[src/rtl/noc_pkg.sv]
// Shared definitions for the NoC injection stage: channel and flow-control
// field offsets, the injector FSM state type and VC index width helper.
package noc_pkg;

    localparam int CH_VALID_OFF = 0;
    localparam int CH_HEAD_OFF  = 1;
    localparam int CH_TAIL_OFF  = 2;
    localparam int CH_VC_OFF    = 3;

    localparam int FC_VALID_OFF = 0;
    localparam int FC_VC_OFF    = 1;

    typedef enum logic {
        ST_IDLE = 1'b0,
        ST_BODY = 1'b1
    } inj_state_t;

    function automatic int vc_idx_width(input int num_vcs);
        return (num_vcs > 1) ? $clog2(num_vcs) : 1;
    endfunction

    // Data payload follows the three framing bits and the VC field.
    function automatic int ch_data_off(input int vc_w);
        return CH_VC_OFF + vc_w;
    endfunction

endpackage

[src/rtl/credit_counter.sv]
// Downstream buffer credit counter for a single virtual channel; flags a
// credit return that would exceed the buffer depth.
module credit_counter
    import noc_pkg::*;
#(
    parameter int CNT_W     = 4,
    parameter int RESET_VAL = 8
) (
    input  logic             clk,
    input  logic             reset,
    input  logic             consume,
    input  logic             ret,
    input  logic [CNT_W-1:0] depth,
    output logic [CNT_W-1:0] count,
    output logic             nonzero,
    output logic             overflow
);

    // A simultaneous consume frees a slot, so a return at full depth is legal then.
    assign overflow = ret && !consume && (count == depth);
    assign nonzero  = (count != '0);

    // NOTE: sequential state is written with non-blocking assignments only, so
    // every flop samples pre-edge values regardless of process ordering.
    always_ff @(posedge clk or posedge reset) begin
        if (reset) begin
            count <= CNT_W'(RESET_VAL);
        end else begin
            case ({consume, ret})
                2'b10:   count <= count - CNT_W'(1);
                2'b01:   if (!overflow) count <= count + CNT_W'(1);
                default: count <= count;
            endcase
        end
    end

endmodule

[src/rtl/flit_injector.sv]
// Network-interface injection stage: frames host flits, locks a VC per packet,
// enforces per-VC credits and drives a registered router input channel.
module flit_injector
    import noc_pkg::*;
#(
    parameter int  NUM_VCS         = 4,
    parameter int  FLIT_DATA_WIDTH = 336,
    parameter int  FLOW_CTRL_WIDTH = 11,
    parameter int  BUFFER_DEPTH    = 8,
    localparam int VC_IDX_W        = vc_idx_width(NUM_VCS),
    localparam int CHANNEL_WIDTH   = 3 + VC_IDX_W + FLIT_DATA_WIDTH
) (
    input  logic                       clk,
    input  logic                       reset,
    input  logic                       in_valid,
    output logic                       in_ready,
    input  logic                       in_head,
    input  logic                       in_tail,
    input  logic [VC_IDX_W-1:0]        in_vc,
    input  logic [FLIT_DATA_WIDTH-1:0] in_data,
    output logic [0:CHANNEL_WIDTH-1]   channel_out,
    input  logic [0:FLOW_CTRL_WIDTH-1] flow_ctrl_in,
    output logic                       error
);

    localparam int CNT_W       = $clog2(BUFFER_DEPTH + 1);
    localparam int CH_DATA_OFF = ch_data_off(VC_IDX_W);

    inj_state_t                state, state_d;
    logic [VC_IDX_W-1:0]       cur_vc, cur_vc_d, target_vc;
    logic                      frame_err, accept, forward;
    logic [NUM_VCS-1:0]        consume, ret, nonzero, overflow;
    logic [CNT_W-1:0]          credit [NUM_VCS];
    logic [0:CHANNEL_WIDTH-1]  chan_d;

    logic                      fc_valid;
    logic [VC_IDX_W-1:0]       fc_vc;
    logic                      unused_fc;

    assign fc_valid  = flow_ctrl_in[FC_VALID_OFF];
    assign fc_vc     = flow_ctrl_in[FC_VC_OFF +: VC_IDX_W];
    assign unused_fc = ^flow_ctrl_in[FC_VC_OFF+VC_IDX_W : FLOW_CTRL_WIDTH-1];

    // Misframed flits are always accepted so the host can never deadlock on them.
    always_comb begin
        target_vc = (state == ST_IDLE) ? in_vc : cur_vc;
        frame_err = (state == ST_IDLE) ? !in_head : in_head;
        in_ready  = frame_err | nonzero[target_vc];
        accept    = in_valid & in_ready;
        forward   = accept & !frame_err;
    end

    always_comb begin
        for (int v = 0; v < NUM_VCS; v++) begin
            consume[v] = forward && (target_vc == VC_IDX_W'(v));
            ret[v]     = fc_valid && (fc_vc == VC_IDX_W'(v));
        end
    end

    // NOTE: every signal written here gets its default first, so no path can
    // leave it unassigned and infer a latch.
    always_comb begin
        state_d  = state;
        cur_vc_d = cur_vc;
        if (forward) begin
            case (state)
                ST_IDLE: begin
                    cur_vc_d = in_vc;
                    if (!in_tail) state_d = ST_BODY;
                end
                ST_BODY: if (in_tail) state_d = ST_IDLE;
                default: state_d = ST_IDLE;
            endcase
        end
    end

    always_comb begin
        chan_d = '0;
        if (forward) begin
            chan_d[CH_VALID_OFF]                   = 1'b1;
            chan_d[CH_HEAD_OFF]                    = in_head;
            chan_d[CH_TAIL_OFF]                    = in_tail;
            chan_d[CH_VC_OFF +: VC_IDX_W]          = target_vc;
            chan_d[CH_DATA_OFF +: FLIT_DATA_WIDTH] = in_data;
        end
    end

    always_ff @(posedge clk or posedge reset) begin
        if (reset) begin
            state       <= ST_IDLE;
            cur_vc      <= '0;
            channel_out <= '0;
            error       <= 1'b0;
        end else begin
            state       <= state_d;
            cur_vc      <= cur_vc_d;
            channel_out <= chan_d;
            error       <= error | (accept & frame_err) | (|overflow);
        end
    end

    for (genvar v = 0; v < NUM_VCS; v++) begin : gen_vc
        credit_counter #(
            .CNT_W     (CNT_W),
            .RESET_VAL (BUFFER_DEPTH)
        ) u_cnt (
            .clk      (clk),
            .reset    (reset),
            .consume  (consume[v]),
            .ret      (ret[v]),
            .depth    (CNT_W'(BUFFER_DEPTH)),
            .count    (credit[v]),
            .nonzero  (nonzero[v]),
            .overflow (overflow[v])
        );
    end

endmodule

[config.mk]
export PLATFORM = sky130hd
export DESIGN_NAME = flit_injector
export DESIGN_NICKNAME = d
export VERILOG_FILES = /design/src/rtl/noc_pkg.sv /design/src/rtl/credit_counter.sv /design/src/rtl/flit_injector.sv
export SDC_FILE = /design/constraint.sdc
export NUM_CORES = 1
export LEC_CHECK = 0
export BUFFER_PORTS_ARGS = -buffer_cell sky130_fd_sc_hd__buf_2
export CELL_PAD_IN_SITES_DETAIL_PLACEMENT = 0
export CELL_PAD_IN_SITES_GLOBAL_PLACEMENT = 2
export CORE_AREA = 2 2 269 271
export CTS_CLUSTER_SIZE = 24
export DETAILED_ROUTE_END_ITERATION = 8
export DIE_AREA = 0 0 271 273
export HOLD_SLACK_MARGIN = 0.08
export PLACE_DENSITY = 0.68
export RECOVER_POWER = 50
export SLEW_MARGIN = 25
export SYNTH_ARGS = -nofsm -noshare
export SYNTH_HDL_FRONTEND = slang
export SYNTH_SLANG_ARGS = --single-unit
export TNS_END_PERCENT = 100
[constraint.sdc]
create_clock -name clk -period 13.4 [get_ports clk]
set_input_delay 2.68 -clock clk [delete_from_list [all_inputs] [get_ports clk]]
set_output_delay 2.68 -clock clk [all_outputs]
set_load 0.01 [all_outputs]
After elaboration in Yosys (flattened, before gate mapping)
Cells that the tools add are included.
{"block": "op_classes", "addsub": 8, "n_lt_le_gt_ge": 1, "eq_ne": 22, "n_mux": 14, "n_bitwise": 6, "reduce_logical": 37}
{"cell": "$mux 341", "count": 1}
{"cell": "$pmux 4 s2", "count": 4}
{"cell": "$add 4x1->4 const B", "count": 4}
{"cell": "$eq 2x2->1 const B", "count": 8}
{"cell": "$eq 4x4->1 const B", "count": 4}
{"cell": "$logic_and 1x1->1", "count": 16}
{"cell": "$mux 4", "count": 4}
{"cell": "$reduce_bool 4->1", "count": 4}
{"cell": "$sub 4x1->4 const B", "count": 4}
{"cell": "$eq 2x1->1 const B", "count": 6}
{"cell": "$ne 2x2->1 const B", "count": 4}
{"cell": "$reduce_and 2->1", "count": 4}
{"cell": "$reduce_bool 2->1", "count": 4}
{"cell": "$logic_not 1->1", "count": 6}
{"cell": "$logic_not 2->1", "count": 2}
{"cell": "$reduce_or 4->1", "count": 1}
{"cell": "$and 1x1->1", "count": 3}
{"cell": "$lt 2x3->1 const B", "count": 1}
{"cell": "$mux 1", "count": 3}
{"cell": "$or 1x1->1", "count": 3}
{"cell": "$bmux 1 s2", "count": 1}
{"cell": "$mux 2", "count": 1}
{"block": "totals", "ff_bits": 361, "in_bits": 354, "word_cells": 96}

Longest topological paths before layout
Gate-level depths: netlist of the first run.
{"block": "logic_depth", "depth_word": 12, "mapped_depth": 11, "ltp_nobuf": 10}

By module
Synthesis of the first run repeated with hierarchy kept, for this count alone.
{"block": "hier_totals", "cells_unflattened": 893, "area_unflattened_um2": 12528.3}
{"module": "flit_injector", "n_inst": 1, "cells_each": 765, "area_per_inst_um2": 11162.0}
{"module": "credit_counter", "n_inst": 4, "cells_each": 32, "area_per_inst_um2": 341.6}

Least setup slack after synthesis of the first run
Ideal clock, no wire load.
{"block": "synth_timing", "path_kind": "input to output", "start": "input in_vc[1]", "end": "output in_ready", "arrival_time_ns": 3.609, "t_required_ns": 10.720, "slack_ns": 7.111, "stages": 5, "n_path_buf": 0, "path_cell_list": "mux2_2 -> mux2i_4 -> nor2_1 -> a21oi_1 -> a22oi_1"}
{"block": "synth_via", "elab_chain_cells": 4}
{"element": "start: declaration", "line": "flit_injector.sv:19", "rtl": "input logic [VC_IDX_W-1:0] in_vc,"}
{"element": "$mux 2"}
{"element": "$bmux 1 s2", "line": "flit_injector.sv:48", "rtl": "in_ready = frame_err | nonzero[target_vc];"}
{"element": "$mux 1 (implied by the code)", "line": "flit_injector.sv:48"}
{"element": "$or 1x1->1", "line": "flit_injector.sv:48"}
{"element": "end: declaration", "line": "flit_injector.sv:16", "rtl": "output logic in_ready,"}
Every way passes these cells. The select of a mux whose other input is x is not followed.

==> reports/qor.yml, run 1 <==
power_and_ir_drop:
  leakagePower_nw: 8.76
  pwr-share-comb_pct: 25.1
  intPower_mw: 2.44
  power_density_nw_per_um2: 199
  pwr-share-seq_pct: 41.4
  ir_worst_vdd_uv: 89.1
  switching_power_mw: 1.15
  p_clk_share_pct: 33.4
  p_sw_share_pct: 32.0
synth:
  synth_seq_cells: 361
  synthFlopType: "dfrtp_1"
  yosysWarnings: 0
  syn-num-nets: 1252
  ys_seq_area_share_pct: 71.7
  synthArstFlopShare_pct: 100
  syn_area_per_cell_um2: 14.2
  synthesis.instances: 886
  yosysUniqueCellTypes: 53
  synth_area_um2: 12600
  synth-edff-count: 0
critical_path:
  reg2reg_to: "channel_out[147]"
  r2r_setup_slack_ns: 8.93
  endpoint: "channel_out[213]"
  path_max_fanout: 93
  r2r_cells: 6
  r2r_start: "state"
  cp-startpoint: "reset"
  setup.worst_path.start_class: "input port"
  worstSetupPathType: "input port to async pin"
  crit_arrival_ns: 7.95
  end_kind: "async pin"
  crit_required_ns: 13.24
cts:
  h-tree-depth: 2
  cts-resized-gates: 0
  clock_path_buffers: 3
  cts_sinks: 361
  clk_pin_slew_ns: 0.05
  cts_tree: "built"
  clock-root-buffer: "clkbuf_16"
  hold_buffers: 0
  post_cts_buffers: 0
  clk_latency_ns: 0.56
  cts_buffers: 44
layout:
  layout_commonest_cell: "buf_2"
  final_cell_mix: "buf_2 (363), dfrtp_1 (357), clkbuf_1 (338)"
  final_nets: 1952
  utilization_pct: 25.3
  synthToLayoutAreaGrowth_pct: 42.6
  drive_gt1_share_pct: 27.4
sta:
  drv_slew: 230
  finalSetupViolCount: 0
  max_freq_mhz: 123
  fin_crit_ns: 8.11
  tns_ns: 0
  rsz0062_at_grt: "no"
  tightest_slew_ns: 4.24
  finClkSkew_ns: 0.0169
  slew_headroom_pct: -184
  finalHoldViolCount: 0
  fin_crit_sh_pct: 60.6
detailed_routing:
  first_iter_violations: 349
  drtPass1Iterations: 4
  drcViolationCount: 0
  post_drt_wl_per_cell_um: 16.9
  via_per_inst: 3.51
  wl_mm: 43.5
  routed-via-count: 9018
  ant_nets: 0
status:
  failed_checks: "capacitance limit, slew limit"
  status: "finished with violations"
floorplan:
  die_h_um: 273
  ios: 697
  start_util_pct: 17.7
  die_area_um2: 74000
  core_um2: 71000
  die_x_um: 271
  core.rowCount: 98
placed_design:
  gp_congestion: 0.866
  hpwlAfterDp_mm: 33.1
  port_buffers: 688
grt:
  grt_usage_pct: 11.2
  grt.overflow.total: 0
  grt_pass1_vias: 9704
  grt_max_degree: 137
  grt_pass1_wl_mm: 62.6
  antenna_found_initial: 11
min_path:
  hold_class: "flip-flop to flip-flop"
run:
  cap_violations: 4
-- critical path, stage by stage --
cell and delay, ns:
buf_2 0.10, clkinvlp_2 2.32, clkbuf_1 2.66
-- how the worst min path moves through the flow --
stage                               endpoint  cells after the start                     start
floorplan           gen_vc[2].u_cnt.count[2]                      2  gen_vc[2].u_cnt.count[2]
global placement    gen_vc[2].u_cnt.count[2]                      2  gen_vc[2].u_cnt.count[2]
detailed placement  gen_vc[2].u_cnt.count[2]                      2  gen_vc[2].u_cnt.count[2]
CTS                 gen_vc[2].u_cnt.count[2]                      2  gen_vc[2].u_cnt.count[2]
global route        gen_vc[2].u_cnt.count[3]                      2  gen_vc[2].u_cnt.count[3]
finish              gen_vc[2].u_cnt.count[2]                      2  gen_vc[2].u_cnt.count[2]
-- sequential cells by signal (all words and copies together) (netlist names) --
name and flops:
error 1, channel_out 341, state 1, cur_vc 2, gen_vc.u_cnt.count 16
-- Yosys cell counts (4+ instances only) --
cell	count	area (um2)
fa_1	4	80.1
xor2_1	4	35.0
ha_1	8	100
or4_1	4	30.0
buf_2	7	35.0
nand2_1	15	56.3
o21ai_0	6	30.0
o211ai_1	5	37.5
a21oi_1	10	50.1
buf_6	23	259
nor2_1	11	41.3
and2_1	339	2120
nand3_1	5	25.0
dfstp_2	4	105
xnor2_1	6	52.6
dfrtp_1	357	8930
a21o_1	6	45.0
nor3_1	6	30.0
clkbuf_1	8	30.0
-- power groups by stage --
stage / Clock [mW] / Sequential, mW / Combinational (mW)
final: 1.20 / 1.48 / 0.900
after global routing: 1.30 / 1.52 / 1.01
after CTS: 1.25 / 1.48 / 1.01
after detailed placement: 0 / 1.50 / 1.00
after global placement: 0 / 1.49 / 0.989
after floorplan: 0 / 1.60 / 0.468
-- routing by layer --
layer  part of all wire [%]  track usage [%]
met5                   0.16                0
met4                    2.8             3.91
met3                    9.7             4.59
met2                     49             18.9
met1                     39             12.8
-- cells by family (layout without fill, tap and decap cells) --
group                      Yosys count  after routing  share of synthesized area [%]
buffers and inverters               43            772                           2.78
adders and majority gates           12             12                           1.43
DFF                                361            361                           71.7
other                                0              4                              0
muxes                                9              9                          0.983
AOI/OAI and AO/OA                   48             48                           2.71
and+or+nand+nor                    403            403                           19.7
xor gates and xnor gates            10             10                          0.695
-- area by class of cell --
| cell class | instances | area, um2 |
|---|---|---|
| Antenna cell | 4 | 10.0 |
| Clock buffer | 63 | 1270 |
| Clock inverter | 12 | 180 |
| Fill cell | 7691 | 53000 |
| Inverter | 3 | 12.5 |
| Multi-Input combinational cell | 482 | 3180 |
| Sequential cell | 361 | 9040 |
| Tap cell | 950 | 1190 |
| Timing Repair Buffer | 694 | 3090 |
-- metrics by stage --
| step | area (um2) | setup WS (ns) | hold slack [ns] | power (mW) | std cells |
|---|---|---|---|---|---|
| 3_5_place_dp | 17000 | 6.85 | 0.535 | 2.50 | 2490 |
| 5_1_grt | 18000 | 4.01 | 0.586 | 3.82 | 2567 |
| 2_1_floorplan | 12600 | 0.708 | 0.488 | 2.07 | 886 |
| 4_1_cts | 18400 | 6.85 | 0.551 | 3.74 | 2565 |
| 6_report | 18000 | 5.29 | 0.552 | 3.58 | 2569 |
| 3_3_place_gp | 17000 | 6.80 | 0.529 | 2.48 | 2490 |
No activity file was read; power rests on OpenSTA's default activity.
==> inputs of run 2 (changes only) <==
--- a/config.mk
+++ b/config.mk
@@ -5,6 +5,7 @@
 export SDC_FILE = /design/constraint.sdc
 export NUM_CORES = 1
 export LEC_CHECK = 0
+export ABC_AREA = 1
 export BUFFER_PORTS_ARGS = -buffer_cell sky130_fd_sc_hd__buf_2
 export CELL_PAD_IN_SITES_DETAIL_PLACEMENT = 0
 export CELL_PAD_IN_SITES_GLOBAL_PLACEMENT = 2
@@ -13,7 +14,7 @@
 export DETAILED_ROUTE_END_ITERATION = 8
 export DIE_AREA = 0 0 271 273
 export HOLD_SLACK_MARGIN = 0.08
-export PLACE_DENSITY = 0.68
+export PLACE_DENSITY = 0.76
 export RECOVER_POWER = 50
 export SLEW_MARGIN = 25
 export SYNTH_ARGS = -nofsm -noshare
==> constraint.sdc (replaced) <==
create_clock -name clk -period 6.8 [get_ports clk]
set_input_delay 1.36 -clock clk [delete_from_list [all_inputs] [get_ports clk]]
set_output_delay 1.36 -clock clk [all_outputs]
set_load 0.01 [all_outputs]
==> run 2 against run 1 <==
The run still ends with capacitance limit, slew limit left. Synthesized cell count grew 43%. Design area grew 16%. Critical path depth grew 7. Clock skew grew 0.013 ns. Routed wire length grew 3.2%. Clock power grew 100%. Total power grew 120%. First-iteration DRC count grew 29%. Final cell count grew 15%. Critical path type is now input port to flip-flop.
==> reports/qor.yml, run 2 <==
detailed_routing:
  wl_mm: 44.9  # +3.2%
  via_per_inst: 3.49  # -0.53%
  drcViolationCount: 0  # unchanged
  routed-via-count: 10300  # +15%
  post_drt_wl_per_cell_um: 15.2  # -10%
  ant_nets: 0  # unchanged
  drtPass1Iterations: 4  # unchanged
  first_iter_violations: 449  # +29%
sta:
  fin_crit_ns: 4.57
  slew_headroom_pct: -101  # +83 points
  finClkSkew_ns: 0.0296  # +0.0126 ns
  tns_ns: 0  # unchanged
  max_freq_mhz: 219
  rsz0062_at_grt: "no"
  finalHoldViolCount: 0  # unchanged
  finalSetupViolCount: 0  # unchanged
  drv_slew: 135  # -41%
  tightest_slew_ns: 3.01  # -1.22 ns
  fin_crit_sh_pct: 67.1
synth:
  yosysUniqueCellTypes: 28  # -47%
  yosysTopAreaCellShare_pct: 58.2  # -13 points
  yosysWarnings: 0  # unchanged
  synth_area_um2: 15400  # +22%
  synth_area_leader_cell: "dfrtp_1"
  synthFlopType: "dfrtp_1"
  ys_seq_area_share_pct: 58.9  # -13 points
  syn-num-nets: 1631  # +30%
  synthesis.instances: 1265  # +43%
  synth-edff-count: 0  # unchanged
  synthArstFlopShare_pct: 100  # unchanged
  syn_area_per_cell_um2: 12.1  # -15%
  yosys-top-cells-area: "dfrtp_1 (58%), nor2_4 (21%), inv_1 (9.0%), buf_12 (4.0%), nor2_1 (1.8%)"
  synth_seq_cells: 361  # unchanged
  yosysMostFrequentCell: "inv_1"
  synth_common_cells: "inv_1 (367), dfrtp_1 (357), nor2_4 (280)"
power_and_ir_drop:
  power_density_nw_per_um2: 372  # +87%
  p_sw_share_pct: 35.8  # +3.8 points
  pwr-share-comb_pct: 31.7  # +6.6 points
  pwr-share-seq_pct: 36.9  # -4.5 points
  intPower_mw: 4.96  # +100%
  p_clk_share_pct: 31.4  # -2.0 points
  ir_worst_vdd_uv: 213  # +140%
  leakagePower_nw: 11.4  # +30%
  switching_power_mw: 2.76  # +140%
layout:
  regArea_um2: 9040  # unchanged
  final_cell_mix: "buf_2 (525), inv_1 (366), dfrtp_1 (357)"
  final_nets: 2339  # +20%
  multi_input_area_um2: 4250  # +34%
  largest_reg_flops: 341  # unchanged
  largest-register: "channel_out"
  top_regs: "channel_out x341, gen_vc.u_cnt.count x16, cur_vc x2"
  fin_cells: 2958  # +15%
  drive_gt1_share_pct: 44.8  # +17 points
  layout_commonest_cell: "buf_2"
  synthToLayoutAreaGrowth_pct: 35.2
  fillers: 7559  # -1.7%
critical_path:
  worstSetupPathType: "input port to flip-flop"
  end_kind: "flip-flop"
  crit_required_ns: 7.27  # -5.97 ns
  crit_arrival_ns: 5.03  # -2.92 ns
  setup.worst_path.start_class: "input port"
  path_max_fanout: 78  # -16%
floorplan:
  start_util_pct: 21.6  # +3.9 points
  core_um2: 71000  # unchanged
  die_x_um: 271  # unchanged
  ios: 697  # unchanged
  die_h_um: 273  # unchanged
  die_area_um2: 74000  # unchanged
  core.rowCount: 98  # unchanged
cts:
  h-tree-depth: 2  # unchanged
  cts_sinks: 361  # unchanged
  clk_latency_ns: 0.57  # about the same
  clock-root-buffer: "clkbuf_16"
  cts_buffers: 43  # -2.3%
  post_cts_buffers: 0  # unchanged
  clk_pin_slew_ns: 0.06  # about the same
  hold_buffers: 0  # unchanged
  cts-resized-gates: 0  # unchanged
  cts_tree: "built"
  clock_path_buffers: 3  # unchanged
min_path:
  hold_class: "flip-flop to flip-flop"
run:
  cap_violations: 3  # -1
grt:
  grt_max_degree: 158  # +15%
  grt_usage_pct: 11.8  # +0.59 points
  grt_pass1_wl_mm: 67.0  # +7.1%
  grt.overflow.total: 0  # unchanged
  grt_pass1_vias: 11100  # +14%
  antenna_found_initial: 8  # -3
status:
  status: "finished with violations"
  failed_checks: "capacitance limit, slew limit"
placed_design:
  port_buffers: 688  # unchanged
  gp_congestion: 0.883  # +1.9%
  hpwlAfterDp_mm: 34.7  # +4.7%
  dp.cells: 2877  # +16%
## run 2: cell count changes in the layout (fill, tap and decap cells not counted), sizes merged, moves of 20 or more
| cell | change |
|---|---|
| inv | +367 |
| nor2 | +343 |
| and2 | -339 |
| buf | +170 |
| clkbuf | -163 |
| nand2 | +58 |
| nand3 | +20 |
## run 2: power by group through the flow
stage	sequential [mW]	clock, mW	combinational [mW]
floorplan	3.10	0	1.65
global placement	2.87	0	2.52
detailed placement	2.88	0	2.56
CTS	2.85	2.53	2.57
global route	2.91	2.61	2.68
finish	2.85	2.43	2.45
## run 2: routing by layer
metal  up-vias  GRT usage, %  routed length [um]
li1       4925             -                   -
met1      4980          13.8               17200
met2       338          20.8               23100
met3        83          3.32                3230
met4         2          3.78                1290
met5         -             0                  12
## run 2: kinds of logic after synthesis
group / after synthesis / share of synthesized area [%]
AND/OR/NAND/NOR: 461 / 25.6
buffers and inverters: 408 / 13.4
flip-flops: 361 / 58.9
AO/OA/AOI/OAI: 14 / 0.538
adder cells (fa/ha/maj): 12 / 1.17
XOR/XNOR: 9 / 0.513
## run 2: worst max-delay path, cell delays in order
cell	delay, ns
buf_1	0.10
nand2_1	0.06
nand2_1	0.13
nand2_1	0.07
nand2_1	0.08
nand2_2	0.04
nand2_1	0.17
nand3_1	1.66
buf_12	0.83
nor2_4	0.25
## run 2: stage by stage
stage / setup WS, ns / util, % / power (mW) / hold slack, ns / instance area, um2
finish: 2.23 / 29.3 / 7.73 / 0.477 / 20800
global route: 1.81 / 29.2 / 8.20 / 0.492 / 20800
CTS: 3.23 / 29.5 / 7.94 / 0.480 / 21000
detailed placement: 3.21 / 27.4 / 5.44 / 0.472 / 19500
global placement: 3.22 / 27.4 / 5.40 / 0.470 / 19500
floorplan: 0.603 / - / 4.75 / 0.453 / 15400
## run 2: layout make-up
cell class / count / share of cell area, %
sequential: 361 / 43.5
antenna: 3 / 0.0361
multi-input combinational: 496 / 20.4
timing repair buffer: 701 / 16.4
inverter: 370 / 6.70
clock inverter: 14 / 1.17
clock buffer: 63 / 6.03
tap: 950 / 5.72
## run 2: worst paths after layout
| kind | startpoint | endpoint | slack, ns | cells after the start |
|---|---|---|---|---|
| setup / recovery | in_vc[0] | channel_out[47] | 2.23 | 10 |
| hold reg to reg | gen_vc[3].u_cnt.count[3] | gen_vc[3].u_cnt.count[3] | 0.48 | 2 |
| min in group asynchronous | reset | channel_out[135] | 0.90 | 2 |
| max in group asynchronous | reset | channel_out[330] | 2.60 | 3 |
| setup reg to reg | state | channel_out[47] | 2.61 | 10 |
| hold / removal | gen_vc[3].u_cnt.count[3] | gen_vc[3].u_cnt.count[3] | 0.48 | 2 |
==> inputs of run 3 (changes only) <==
--- a/config.mk
+++ b/config.mk
@@ -5,7 +5,7 @@
 export SDC_FILE = /design/constraint.sdc
 export NUM_CORES = 1
 export LEC_CHECK = 0
-export ABC_AREA = 1
+export ABC_AREA = 0
 export BUFFER_PORTS_ARGS = -buffer_cell sky130_fd_sc_hd__buf_2
 export CELL_PAD_IN_SITES_DETAIL_PLACEMENT = 0
 export CELL_PAD_IN_SITES_GLOBAL_PLACEMENT = 2
@@ -14,7 +14,7 @@
 export DETAILED_ROUTE_END_ITERATION = 8
 export DIE_AREA = 0 0 271 273
 export HOLD_SLACK_MARGIN = 0.08
-export PLACE_DENSITY = 0.76
+export PLACE_DENSITY = 0.68
 export RECOVER_POWER = 50
 export SLEW_MARGIN = 25
 export SYNTH_ARGS = -nofsm -noshare
==> constraint.sdc (replaced) <==
create_clock -name clk -period 4.05 [get_ports clk]
set_input_delay 0.81 -clock clk [delete_from_list [all_inputs] [get_ports clk]]
set_output_delay 0.81 -clock clk [all_outputs]
set_load 0.01 [all_outputs]
==> run 3 against run 2 <==
The flow still finishes with violations (capacitance limit, slew limit). Register-to-register slack got worse by 1.5 ns. First-iteration DRC count decreased by 20%. Final cell count decreased by 13%. Clock power increased by 56%.
==> reports/qor.yml, run 3 (synthesis results as in run 1) <==
status:
  status: "finished with violations"
  failed_checks: "capacitance limit, slew limit"
critical_path:
  crit_required_ns: 3.24  # -4.03 ns
  worstSetupPathType: "flip-flop to primary output"
  crit_arrival_ns: 2.36  # -2.67 ns
  setup.worst_path.start_class: "flip-flop"
  end_kind: "primary output"
  path_max_fanout: 5  # -94%
grt:
  met1_usage_pct: 13.4  # -0.46 points
  grt_pass1_vias: 9453  # -14%
  grt_pass1_wl_mm: 61.7  # -8.0%
  met3_usage_pct: 3.64  # +0.32 points
  use_met2_pct: 18.6  # -2.2 points
  grt_usage_pct: 11.0  # -0.76 points
  grt_max_degree: 169  # +7.0%
  busiest_layer: "met2"
  grt.overflow.total: 0  # unchanged
  antenna_found_initial: 6  # -2
detailed_routing:
  ant_nets: 0  # unchanged
  routed-via-count: 9041  # -12%
  first_iter_violations: 361  # -20%
  via_per_inst: 3.51  # +0.40%
  drcViolationCount: 0  # unchanged
  post_drt_wl_per_cell_um: 16.5  # +8.9%
  drtPass1Iterations: 4  # unchanged
  wl_mm: 42.6  # -5.0%
placed_design:
  port_buffers: 688  # unchanged
  gp_congestion: 0.860  # -2.5%
  post-place-ws_ns: 0.876  # -2.33 ns
  hpwlAfterDp_mm: 33.1  # -4.6%
cts:
  clk_latency_ns: 0.55  # -0.02 ns
  cts_sinks: 361  # unchanged
  cts_tree: "built"
  clock_path_buffers: 3  # unchanged
  clock-root-buffer: "clkbuf_16"
  hold_buffers: 0  # unchanged
  cts-resized-gates: 0  # unchanged
  h-tree-depth: 2  # unchanged
  post_cts_buffers: 0  # unchanged
  cts_buffers: 42  # -2.3%
  clk_pin_slew_ns: 0.06  # about the same
sta:
  slew_headroom_pct: -12.9  # +88 points
  rsz0062_at_grt: "no"
  fin_crit_ns: 3.17
  finClkSkew_ns: 0.0198  # -0.00975 ns
  max_freq_mhz: 315
  finalHoldViolCount: 0  # unchanged
  finalSetupViolCount: 0  # unchanged
  fin_ws_ns: 0.879  # -1.36 ns
  drv_slew: 116  # -14%
  tightest_slew_ns: 1.69  # -1.32 ns
  fin_crit_sh_pct: 78.3
power_and_ir_drop:
  ir_worst_vdd_uv: 370  # +74%
  total_power_mw: 11.8  # +53%
  intPower_mw: 8.05  # +62%
  leakagePower_nw: 9.45  # -17%
  pwr-share-seq_pct: 41.3  # +4.4 points
  pwr-share-comb_pct: 26.6  # -5.1 points
  switching_power_mw: 3.75  # +36%
  power_density_nw_per_um2: 647  # +74%
  p_sw_share_pct: 31.8  # -4.0 points
  p_clk_share_pct: 32.1  # +0.7 points
layout:
  drive_gt1_share_pct: 37.7  # -7.1 points
  top_regs: "channel_out x341, gen_vc.u_cnt.count x16, cur_vc x2"
  final_nets: 1964  # -16%
  largest-register: "channel_out"
  synthToLayoutAreaGrowth_pct: 44.9
  layout_commonest_cell: "buf_2"
  largest_reg_flops: 341  # unchanged
  final_cell_mix: "buf_2 (519), dfrtp_1 (357), and2_1 (339)"
floorplan:
  die_x_um: 271  # unchanged
  core.rowCount: 98  # unchanged
  die_area_um2: 74000  # unchanged
  start_util_pct: 17.7  # -3.9 points
  die_h_um: 273  # unchanged
  core_um2: 71000  # unchanged
  ios: 697  # unchanged
min_path:
  hold_class: "input port to flip-flop"
run:
  cap_violations: 2  # -1
-- run 3: worst max-delay path, stage by stage (launching register included) --
cell and delay, ns:
dfrtp_1 0.45, or4_1 0.66, mux2i_4 0.28, nor2_1 0.06
a21oi_1 0.11, a22oi_1 0.10, buf_2 0.15
-- run 3: final timing paths --
path	startpoint	slack (ns)	cells past startpoint	to
max	gen_vc[2].u_cnt.count[1]	0.88	6	in_ready
max in group asynchronous	reset	0.94	4	gen_vc[0].u_cnt.count[2]
min reg2reg	gen_vc[3].u_cnt.count[2]	0.54	2	gen_vc[3].u_cnt.count[2]
min	in_data[311]	0.46	2	channel_out[29]
min in group asynchronous	reset	0.50	2	channel_out[170]
max reg2reg	state	1.15	9	gen_vc[0].u_cnt.count[3]
-- run 3: cell type report --
class / count / area [um2]
tap: 950 / 1190
fill: 7634 / 52700
inverter: 3 / 12.5
clock inverter: 15 / 183
sequential: 361 / 9040
multi-input combinational: 482 / 3210
clock buffer: 57 / 1210
antenna: 3 / 7.51
timing repair buffer: 708 / 3410
-- run 3: through the flow --
stage	hold slack, ns	cell area (um2)	instances	setup TNS, ns	util [%]
global route	0.425	18200	2578	0	25.7
finish	0.458	18300	2579	0	25.7
global placement	0.524	17100	2504	0	24.1
detailed placement	0.539	17100	2504	0	24.1
CTS	0.331	18500	2576	0	26.1
floorplan	0.488	12600	886	-571.24	-
-- run 3: routing by layer --
layer	share of wire, %	up-vias
li1	-	4238
met1	40	4374
met2	49	375
met3	8.2	52
met4	2.2	2
met5	0.038	-
-- run 3: power groups by stage --
| stage | Clock [mW] | Sequential, mW | Combinational (mW) |
|---|---|---|---|
| after global placement | 0 | 4.91 | 3.32 |
| after detailed placement | 0 | 4.92 | 3.36 |
| final | 3.79 | 4.87 | 3.14 |
| after CTS | 3.95 | 4.86 | 3.36 |
| after floorplan | 0 | 5.31 | 1.55 |
| after global routing | 4.10 | 4.98 | 3.50 |
